**config.mk**
```make
export PLATFORM = sky130hd
export DESIGN_NAME = matmul_mem_responder_flat
export DESIGN_NICKNAME = d
export VERILOG_FILES = /design/src/rtl/matmul_mem_if.sv /design/src/rtl/matmul_mem_responder.sv /design/src/flat_wrapper.sv
export SDC_FILE = /design/constraint.sdc
export NUM_CORES = 2
export LEC_CHECK = 0
export CORE_MARGIN = 3
export CORE_UTILIZATION = 45
export CTS_CLUSTER_DIAMETER = 40
export DETAILED_ROUTE_END_ITERATION = 12
export GPL_TIMING_DRIVEN = 0
export PLACE_DENSITY = 0.61
export SLEW_MARGIN = 10
export SYNTH_ARGS = -nofsm -noshare
export SYNTH_HDL_FRONTEND = slang
export SYNTH_SLANG_ARGS = --single-unit
```
**constraint.sdc**
```tcl
create_clock -name clk -period 10.4 [get_ports clk]
set_input_delay 3.12 -clock clk [delete_from_list [all_inputs] [get_ports clk]]
set_output_delay 3.12 -clock clk [all_outputs]
set_load 0.005 [all_outputs]
```
**src/rtl/matmul_mem_if.sv**
```systemverilog
// matmul_mem_if: engine A/B/C memory ports, host req/ack port and status for matmul_mem_responder.
interface matmul_mem_if #(
    parameter int DATA_W = 32,
    parameter int ADDR_W = 10
);
    logic              mem_read_en_A;
    logic [ADDR_W-1:0] mem_addr_A;
    logic [DATA_W-1:0] mem_data_A;
    logic              mem_read_en_B;
    logic [ADDR_W-1:0] mem_addr_B;
    logic [DATA_W-1:0] mem_data_B;
    logic              mem_write_en_C;
    logic [ADDR_W-1:0] mem_addr_C;
    logic [DATA_W-1:0] mem_data_C;
    logic              host_req;
    logic              host_we;
    logic [ADDR_W-1:0] host_addr;
    logic [DATA_W-1:0] host_wdata;
    logic              host_ack;
    logic [DATA_W-1:0] host_rdata;
    logic [3:0]        err_flags;
    logic [7:0]        wr_cnt_C;
    logic              stats_clr;

    modport master (
        output mem_read_en_A, mem_addr_A, mem_read_en_B, mem_addr_B,
        output mem_write_en_C, mem_addr_C, mem_data_C,
        output host_req, host_we, host_addr, host_wdata, stats_clr,
        input  mem_data_A, mem_data_B, host_ack, host_rdata, err_flags, wr_cnt_C
    );

    modport slave (
        input  mem_read_en_A, mem_addr_A, mem_read_en_B, mem_addr_B,
        input  mem_write_en_C, mem_addr_C, mem_data_C,
        input  host_req, host_we, host_addr, host_wdata, stats_clr,
        output mem_data_A, mem_data_B, host_ack, host_rdata, err_flags, wr_cnt_C
    );
endinterface

```
**src/rtl/matmul_mem_responder.sv**
```systemverilog
// matmul_mem_responder: A/B/C word memories serving the matmul engine at 1-cycle latency,
// with a lower-priority host req/ack port, sticky error flags and a C write counter.
module matmul_mem_responder #(
    parameter int DATA_W = 32,
    parameter int ADDR_W = 10,
    parameter int DEPTH  = 16
) (
    input logic         clk,
    input logic         rstn,
    matmul_mem_if.slave bus
);
    localparam int IDX_W = $clog2(DEPTH);

    typedef enum logic [1:0] {H_IDLE, H_ACK, H_DRAIN} h_state_t;

    h_state_t          state;
    logic [DATA_W-1:0] mem_a [DEPTH];
    logic [DATA_W-1:0] mem_b [DEPTH];
    logic [DATA_W-1:0] mem_c [DEPTH];
    logic [IDX_W-1:0]  idx_a, idx_b, idx_c, idx_h;
    logic [1:0]        h_reg;
    logic              ok_a, ok_b, ok_c, ok_h, wr_c, busy, h_go;
    logic [DATA_W-1:0] h_word;

    // Legal iff everything above the word index equals the region number in the top two bits.
    function automatic logic legal(input logic [ADDR_W-1:0] a, input logic [1:0] r);
        return (a >> IDX_W) == ({r, {(ADDR_W-2){1'b0}}} >> IDX_W);
    endfunction

    assign idx_a  = bus.mem_addr_A[IDX_W-1:0];
    assign idx_b  = bus.mem_addr_B[IDX_W-1:0];
    assign idx_c  = bus.mem_addr_C[IDX_W-1:0];
    assign idx_h  = bus.host_addr[IDX_W-1:0];
    assign h_reg  = bus.host_addr[ADDR_W-1 -: 2];
    assign ok_a   = legal(bus.mem_addr_A, 2'd0);
    assign ok_b   = legal(bus.mem_addr_B, 2'd1);
    assign ok_c   = legal(bus.mem_addr_C, 2'd2);
    assign ok_h   = h_reg != 2'd3 && legal(bus.host_addr, h_reg);
    assign wr_c   = bus.mem_write_en_C && ok_c;
    assign busy   = bus.mem_read_en_A || bus.mem_read_en_B || bus.mem_write_en_C;
    // Gated by rstn so a request held through reset cannot commit a write.
    assign h_go   = rstn && state == H_IDLE && bus.host_req && !busy;
    assign h_word = h_reg == 2'd0 ? mem_a[idx_h] : h_reg == 2'd1 ? mem_b[idx_h] : mem_c[idx_h];

    always_ff @(posedge clk) begin
        if (wr_c) mem_c[idx_c] <= bus.mem_data_C;
        if (h_go && bus.host_we && ok_h) begin
            if (h_reg == 2'd0) mem_a[idx_h] <= bus.host_wdata;
            else if (h_reg == 2'd1) mem_b[idx_h] <= bus.host_wdata;
            else mem_c[idx_h] <= bus.host_wdata;
        end
    end

    always_ff @(posedge clk or negedge rstn) begin
        if (!rstn) begin
            state          <= H_IDLE;
            bus.mem_data_A <= '0;
            bus.mem_data_B <= '0;
            bus.host_ack   <= 1'b0;
            bus.host_rdata <= '0;
            bus.err_flags  <= '0;
            bus.wr_cnt_C   <= '0;
        end else begin
            if (bus.mem_read_en_A) bus.mem_data_A <= ok_a ? mem_a[idx_a] : '0;
            if (bus.mem_read_en_B) bus.mem_data_B <= ok_b ? mem_b[idx_b] : '0;
            if (h_go && !bus.host_we) bus.host_rdata <= ok_h ? h_word : '0;
            bus.host_ack <= h_go;
            state <= h_go ? H_ACK :
                     state == H_ACK ? H_DRAIN :
                     (state == H_DRAIN && !bus.host_req) ? H_IDLE : state;
            bus.err_flags <= bus.stats_clr ? 4'd0 : bus.err_flags |
                             {h_go && !ok_h, bus.mem_write_en_C && !ok_c,
                              bus.mem_read_en_B && !ok_b, bus.mem_read_en_A && !ok_a};
            bus.wr_cnt_C <= bus.stats_clr ? 8'd0 :
                            (wr_c && bus.wr_cnt_C != 8'hFF) ? bus.wr_cnt_C + 8'd1 : bus.wr_cnt_C;
        end
    end
endmodule
```
**src/flat_wrapper.sv**
```systemverilog
// flat-port wrapper written by rule: the top's interface ports become plain ports
module matmul_mem_responder_flat 
#(
    parameter int DATA_W = 32,
    parameter int ADDR_W = 10,
    parameter int DEPTH  = 16
)
  (clk, rstn, bus_mem_read_en_A, bus_mem_addr_A, bus_mem_read_en_B, bus_mem_addr_B, bus_mem_write_en_C, bus_mem_addr_C, bus_mem_data_C, bus_host_req, bus_host_we, bus_host_addr, bus_host_wdata, bus_stats_clr, bus_mem_data_A, bus_mem_data_B, bus_host_ack, bus_host_rdata, bus_err_flags, bus_wr_cnt_C);
  matmul_mem_if #(.DATA_W(DATA_W), .ADDR_W(ADDR_W)) bus_i ();
  input logic clk;
  input logic rstn;
  input wire logic [$bits(bus_i.mem_read_en_A)-1:0] bus_mem_read_en_A;
  input wire logic [$bits(bus_i.mem_addr_A)-1:0] bus_mem_addr_A;
  input wire logic [$bits(bus_i.mem_read_en_B)-1:0] bus_mem_read_en_B;
  input wire logic [$bits(bus_i.mem_addr_B)-1:0] bus_mem_addr_B;
  input wire logic [$bits(bus_i.mem_write_en_C)-1:0] bus_mem_write_en_C;
  input wire logic [$bits(bus_i.mem_addr_C)-1:0] bus_mem_addr_C;
  input wire logic [$bits(bus_i.mem_data_C)-1:0] bus_mem_data_C;
  input wire logic [$bits(bus_i.host_req)-1:0] bus_host_req;
  input wire logic [$bits(bus_i.host_we)-1:0] bus_host_we;
  input wire logic [$bits(bus_i.host_addr)-1:0] bus_host_addr;
  input wire logic [$bits(bus_i.host_wdata)-1:0] bus_host_wdata;
  input wire logic [$bits(bus_i.stats_clr)-1:0] bus_stats_clr;
  output wire logic [$bits(bus_i.mem_data_A)-1:0] bus_mem_data_A;
  output wire logic [$bits(bus_i.mem_data_B)-1:0] bus_mem_data_B;
  output wire logic [$bits(bus_i.host_ack)-1:0] bus_host_ack;
  output wire logic [$bits(bus_i.host_rdata)-1:0] bus_host_rdata;
  output wire logic [$bits(bus_i.err_flags)-1:0] bus_err_flags;
  output wire logic [$bits(bus_i.wr_cnt_C)-1:0] bus_wr_cnt_C;
  assign bus_i.mem_read_en_A = bus_mem_read_en_A;
  assign bus_i.mem_addr_A = bus_mem_addr_A;
  assign bus_i.mem_read_en_B = bus_mem_read_en_B;
  assign bus_i.mem_addr_B = bus_mem_addr_B;
  assign bus_i.mem_write_en_C = bus_mem_write_en_C;
  assign bus_i.mem_addr_C = bus_mem_addr_C;
  assign bus_i.mem_data_C = bus_mem_data_C;
  assign bus_i.host_req = bus_host_req;
  assign bus_i.host_we = bus_host_we;
  assign bus_i.host_addr = bus_host_addr;
  assign bus_i.host_wdata = bus_host_wdata;
  assign bus_i.stats_clr = bus_stats_clr;
  assign bus_mem_data_A = bus_i.mem_data_A;
  assign bus_mem_data_B = bus_i.mem_data_B;
  assign bus_host_ack = bus_i.host_ack;
  assign bus_host_rdata = bus_i.host_rdata;
  assign bus_err_flags = bus_i.err_flags;
  assign bus_wr_cnt_C = bus_i.wr_cnt_C;
  matmul_mem_responder #(.DATA_W(DATA_W), .ADDR_W(ADDR_W), .DEPTH(DEPTH)) u_core (.clk(clk), .rstn(rstn), .bus(bus_i));
endmodule
```
==> impl_metrics.ini <==
[status]
status = finished clean

[drt]
wl_per_cell_microns = 38.3
vias = 41500
dr.pass1.iters = 6
ant_nets = 0
drc = 0
totalWireLength_microns = 241000
drt_iter0_markers = 6068
drt-vias-per-instance = 6.59

[clocking]
ctsLongestPathBuffers = 3
cts_buffers = 222
htreeDepth = 4
cts_resized = 0
clk_latency_ns = 0.84
clk_pin_slew_worst_paths_ns = 0.06
tritoncts = yes
cts.sinks = 1647
holdBufCountCts = 0
cts-root-buf = clkbuf_16
cts_setup_buffers = 0

[floorplanning]
fp.dieH_microns = 403
core_sq_um = 155000
rows = 144
start_util_pct = 45.6
dieArea_sq_um = 162000
fp.dieW_microns = 403
pin_count = 221

[sta]
fin_crit_sh_pct = 69.8
min_period_ns = 7.26
tightest_slew_ns = 1.39
skew_ns = 0.0354
holdWs_ns = 0.486
drv_slew = 0
clock.fmax_mhz = 138
setup_violations = 0
finalHoldViolations = 0
relSlewSlack_pct = 7.11
rsz0062_at_grt = no

[worst_setup_path]
ff2ff_path_depth = 7
critPathRequiredTime_ns = 11.17
cp_max_fo = 10
regToRegStartpoint = u_core.state[1]$_DFFE_PN0P_
regToRegSetupSlack_ns = 6.27
rr_endpoint = u_core.bus.host_rdata[10]$_DFFE_PN0P_
worstSetupPathType = primary input to flip-flop
start_kind = primary input
arrival_ns = 8.03
crit_path_end_kind = flip-flop

[synthesis]
synth.avg_cell_area_sq_um = 20.1
synthArstFlopShare_pct = 6.74
netlist_instances = 3532
synth_nets = 3645
ys_types = 50
ys_ff_latch = 1647
seq_area_frac_synth_pct = 69.0
ys.flop_type = edfxtp_1
synth_area_leaders = edfxtp_1 (65%), mux4_2 (19%), dfrtp_1 (3.9%)
synth.most_common_cell = edfxtp_1
yosysTopAreaCellShare_pct = 65.1
yosysWarningCount = 0
synth.largest_area_cell = edfxtp_1
netlist_area_sq_um = 70900
synth_edf_count = 1536
synthTopCellsByCount = edfxtp_1 (1536), mux4_2 (586), mux2i_1 (233)

[hold_path]
hold_end = u_core.state[1]$_DFFE_PN0P_
hold_depth = 1
hold_class = flip-flop to flip-flop
hold_start = u_core.state[0]$_DFFE_PN0P_

[place]
port_buffers = 210
dp_hpwl_microns = 170000
routabilityCongestion = 0.902
dp_cells = 5855
dpl_cell_area_sq_um = 77300

[power]
seqPwrFrac_pct = 45.8
p_per_area_nw_per_um2 = 187
p_sw_share_pct = 23.1
p_switching_uw = 3660
clockPowerShare_pct = 47.9
pwr-share-comb_pct = 6.4
irDropWorstVdd_mv = 0.170
p_int_uw = 12200
leakage_uw = 0.0279

[global_route]
grt_overflow = 0
grt_pass1_vias = 40900
grt_pass1_wl_microns = 331000
grt_max_degree = 62
antenna_found_initial = 19
grt.total_usage_pct = 29.7

[layout]
finalNonFillerCells = 6286
nets = 4148
layout-drive-gt1-share_pct = 29.8
syn_to_final_growth_pct = 19.8
final_cell_area_sq_um = 84900

[job]
max_cap_violations = 0
## cell type report
class | instances | area, sq um
well taps | 2044 | 2560
inverters | 131 | 492
clock inverters | 159 | 1620
plain buffers | 248 | 1220
fillers | 12000 | 70500
clock buffers | 263 | 5890
flip-flops and latches | 1647 | 48900
diodes | 9 | 22.5
repair buffers | 279 | 3560
multi-input cells | 1506 | 20600
## sequential cells by signal, indices dropped and copies added, names as in the netlist, 2 cells and up
signal                 count
u_core.bus.mem_data_B     32
u_core.mem_b             512
u_core.bus.mem_data_A     32
u_core.bus.wr_cnt_C        8
u_core.bus.err_flags       4
u_core.mem_c             512
u_core.state               2
u_core.bus.host_rdata     32
u_core.mem_a             512
## worst max path at each step
stage,start,end,slack [ns],depth (start not counted)
detailed placement,bus_host_addr[2],u_core.bus.host_rdata[9]$_DFFE_PN0P_,2.43,8
global route,bus_host_addr[2],u_core.bus.host_rdata[9]$_DFFE_PN0P_,3.22,8
floorplan,bus_mem_read_en_B,u_core.mem_c[11][0]$_DFFE_PP_,4.04,8
finish,bus_host_addr[2],u_core.bus.host_rdata[9]$_DFFE_PN0P_,3.14,8
global placement,rstn,u_core.mem_c[3][6]$_DFFE_PP_,-4.46,9
CTS,bus_host_addr[2],u_core.bus.host_rdata[9]$_DFFE_PN0P_,3.30,8
## power by group through the flow
| stage | Sequential, uW | Combinational, uW | Clock [uW] |
|---|---|---|---|
| floorplan | 7390 | 523 | 0 |
| global placement | 7400 | 978 | 0 |
| detailed placement | 7390 | 995 | 0 |
| CTS | 7260 | 998 | 7650 |
| global route | 7250 | 1040 | 7950 |
| finish | 7260 | 1010 | 7590 |
## metal layers
layer | up-vias | routed length (microns) | track usage (%)
met3 | 437 | 29000 | 8.19
met4 | 4 | 11500 | 12.5
li1 | 16100 | - | -
met5 | - | 29 | 0
met1 | 22100 | 92000 | 41.5
met2 | 2795 | 108000 | 44.3
## cell usage in the layout (no fill, tap or decap), types with 7 or more instances in the layout
master | synthesis | final
buf_16 | 0 | 30
clkinv_1 | 0 | 30
a22oi_1 | 183 | 183
a221oi_1 | 12 | 12
a22o_1 | 30 | 30
edfxtp_1 | 1536 | 1536
clkinvlp_4 | 0 | 29
nor2b_1 | 10 | 10
nor2_4 | 0 | 48
buf_12 | 0 | 39
a31oi_1 | 29 | 29
a21oi_1 | 13 | 13
buf_6 | 14 | 14
nand4_1 | 7 | 7
mux4_2 | 586 | 586
dfrtp_1 | 111 | 111
o22ai_1 | 65 | 65
buf_2 | 58 | 90
a221oi_2 | 17 | 17
nand2_1 | 56 | 56
clkdlybuf4s50_1 | 0 | 178
buf_4 | 30 | 30
clkinv_4 | 0 | 19
inv_6 | 0 | 19
mux2_2 | 38 | 38
clkbuf_1 | 132 | 160
clkinv_2 | 0 | 29
inv_1 | 131 | 131
diode_2 | 0 | 9
a221o_1 | 28 | 28
bufinv_16 | 0 | 20
clkbuf_16 | 0 | 228
nor2_1 | 77 | 29
buf_1 | 14 | 13
mux2i_1 | 233 | 233
nand3_1 | 65 | 65
## metrics by stage
stage | util [%] | setup WS, ns | setup TNS, ns | total power [uW]
after floorplan | - | 4.04 | 0 | 7910
after global placement | 48.6 | -4.46 | -6864.96 | 8380
after detailed placement | 49.8 | 2.43 | 0 | 8390
after CTS | 54.6 | 3.30 | 0 | 15900
after global routing | 54.6 | 3.22 | 0 | 16200
final | 54.6 | 3.14 | 0 | 15900
## kinds of logic (layout without fill, tap and decap cells)
logic type      Yosys count  count (layout)  share of synthesized area [%]
simple gates            246             246                           1.60
fa+ha+maj                 1               1                         0.0177
other cells               0               9                              0
xor+xnor                  7               7                         0.0865
compound gates          395             395                           4.33
buf+inv                 379            1080                           2.42
mux                     857             857                           22.5
flops                  1647            1647                           69.0
## critical path, stage by stage
cell and delay, ns:
clkdlybuf4s50_1 0.82, nand2_1 0.70, nor2_1 1.20, buf_2 0.49, a22o_1 0.40, a221oi_1 0.14
a31oi_1 0.88, a221o_1 0.22
(Power assumes the default switching activity.)
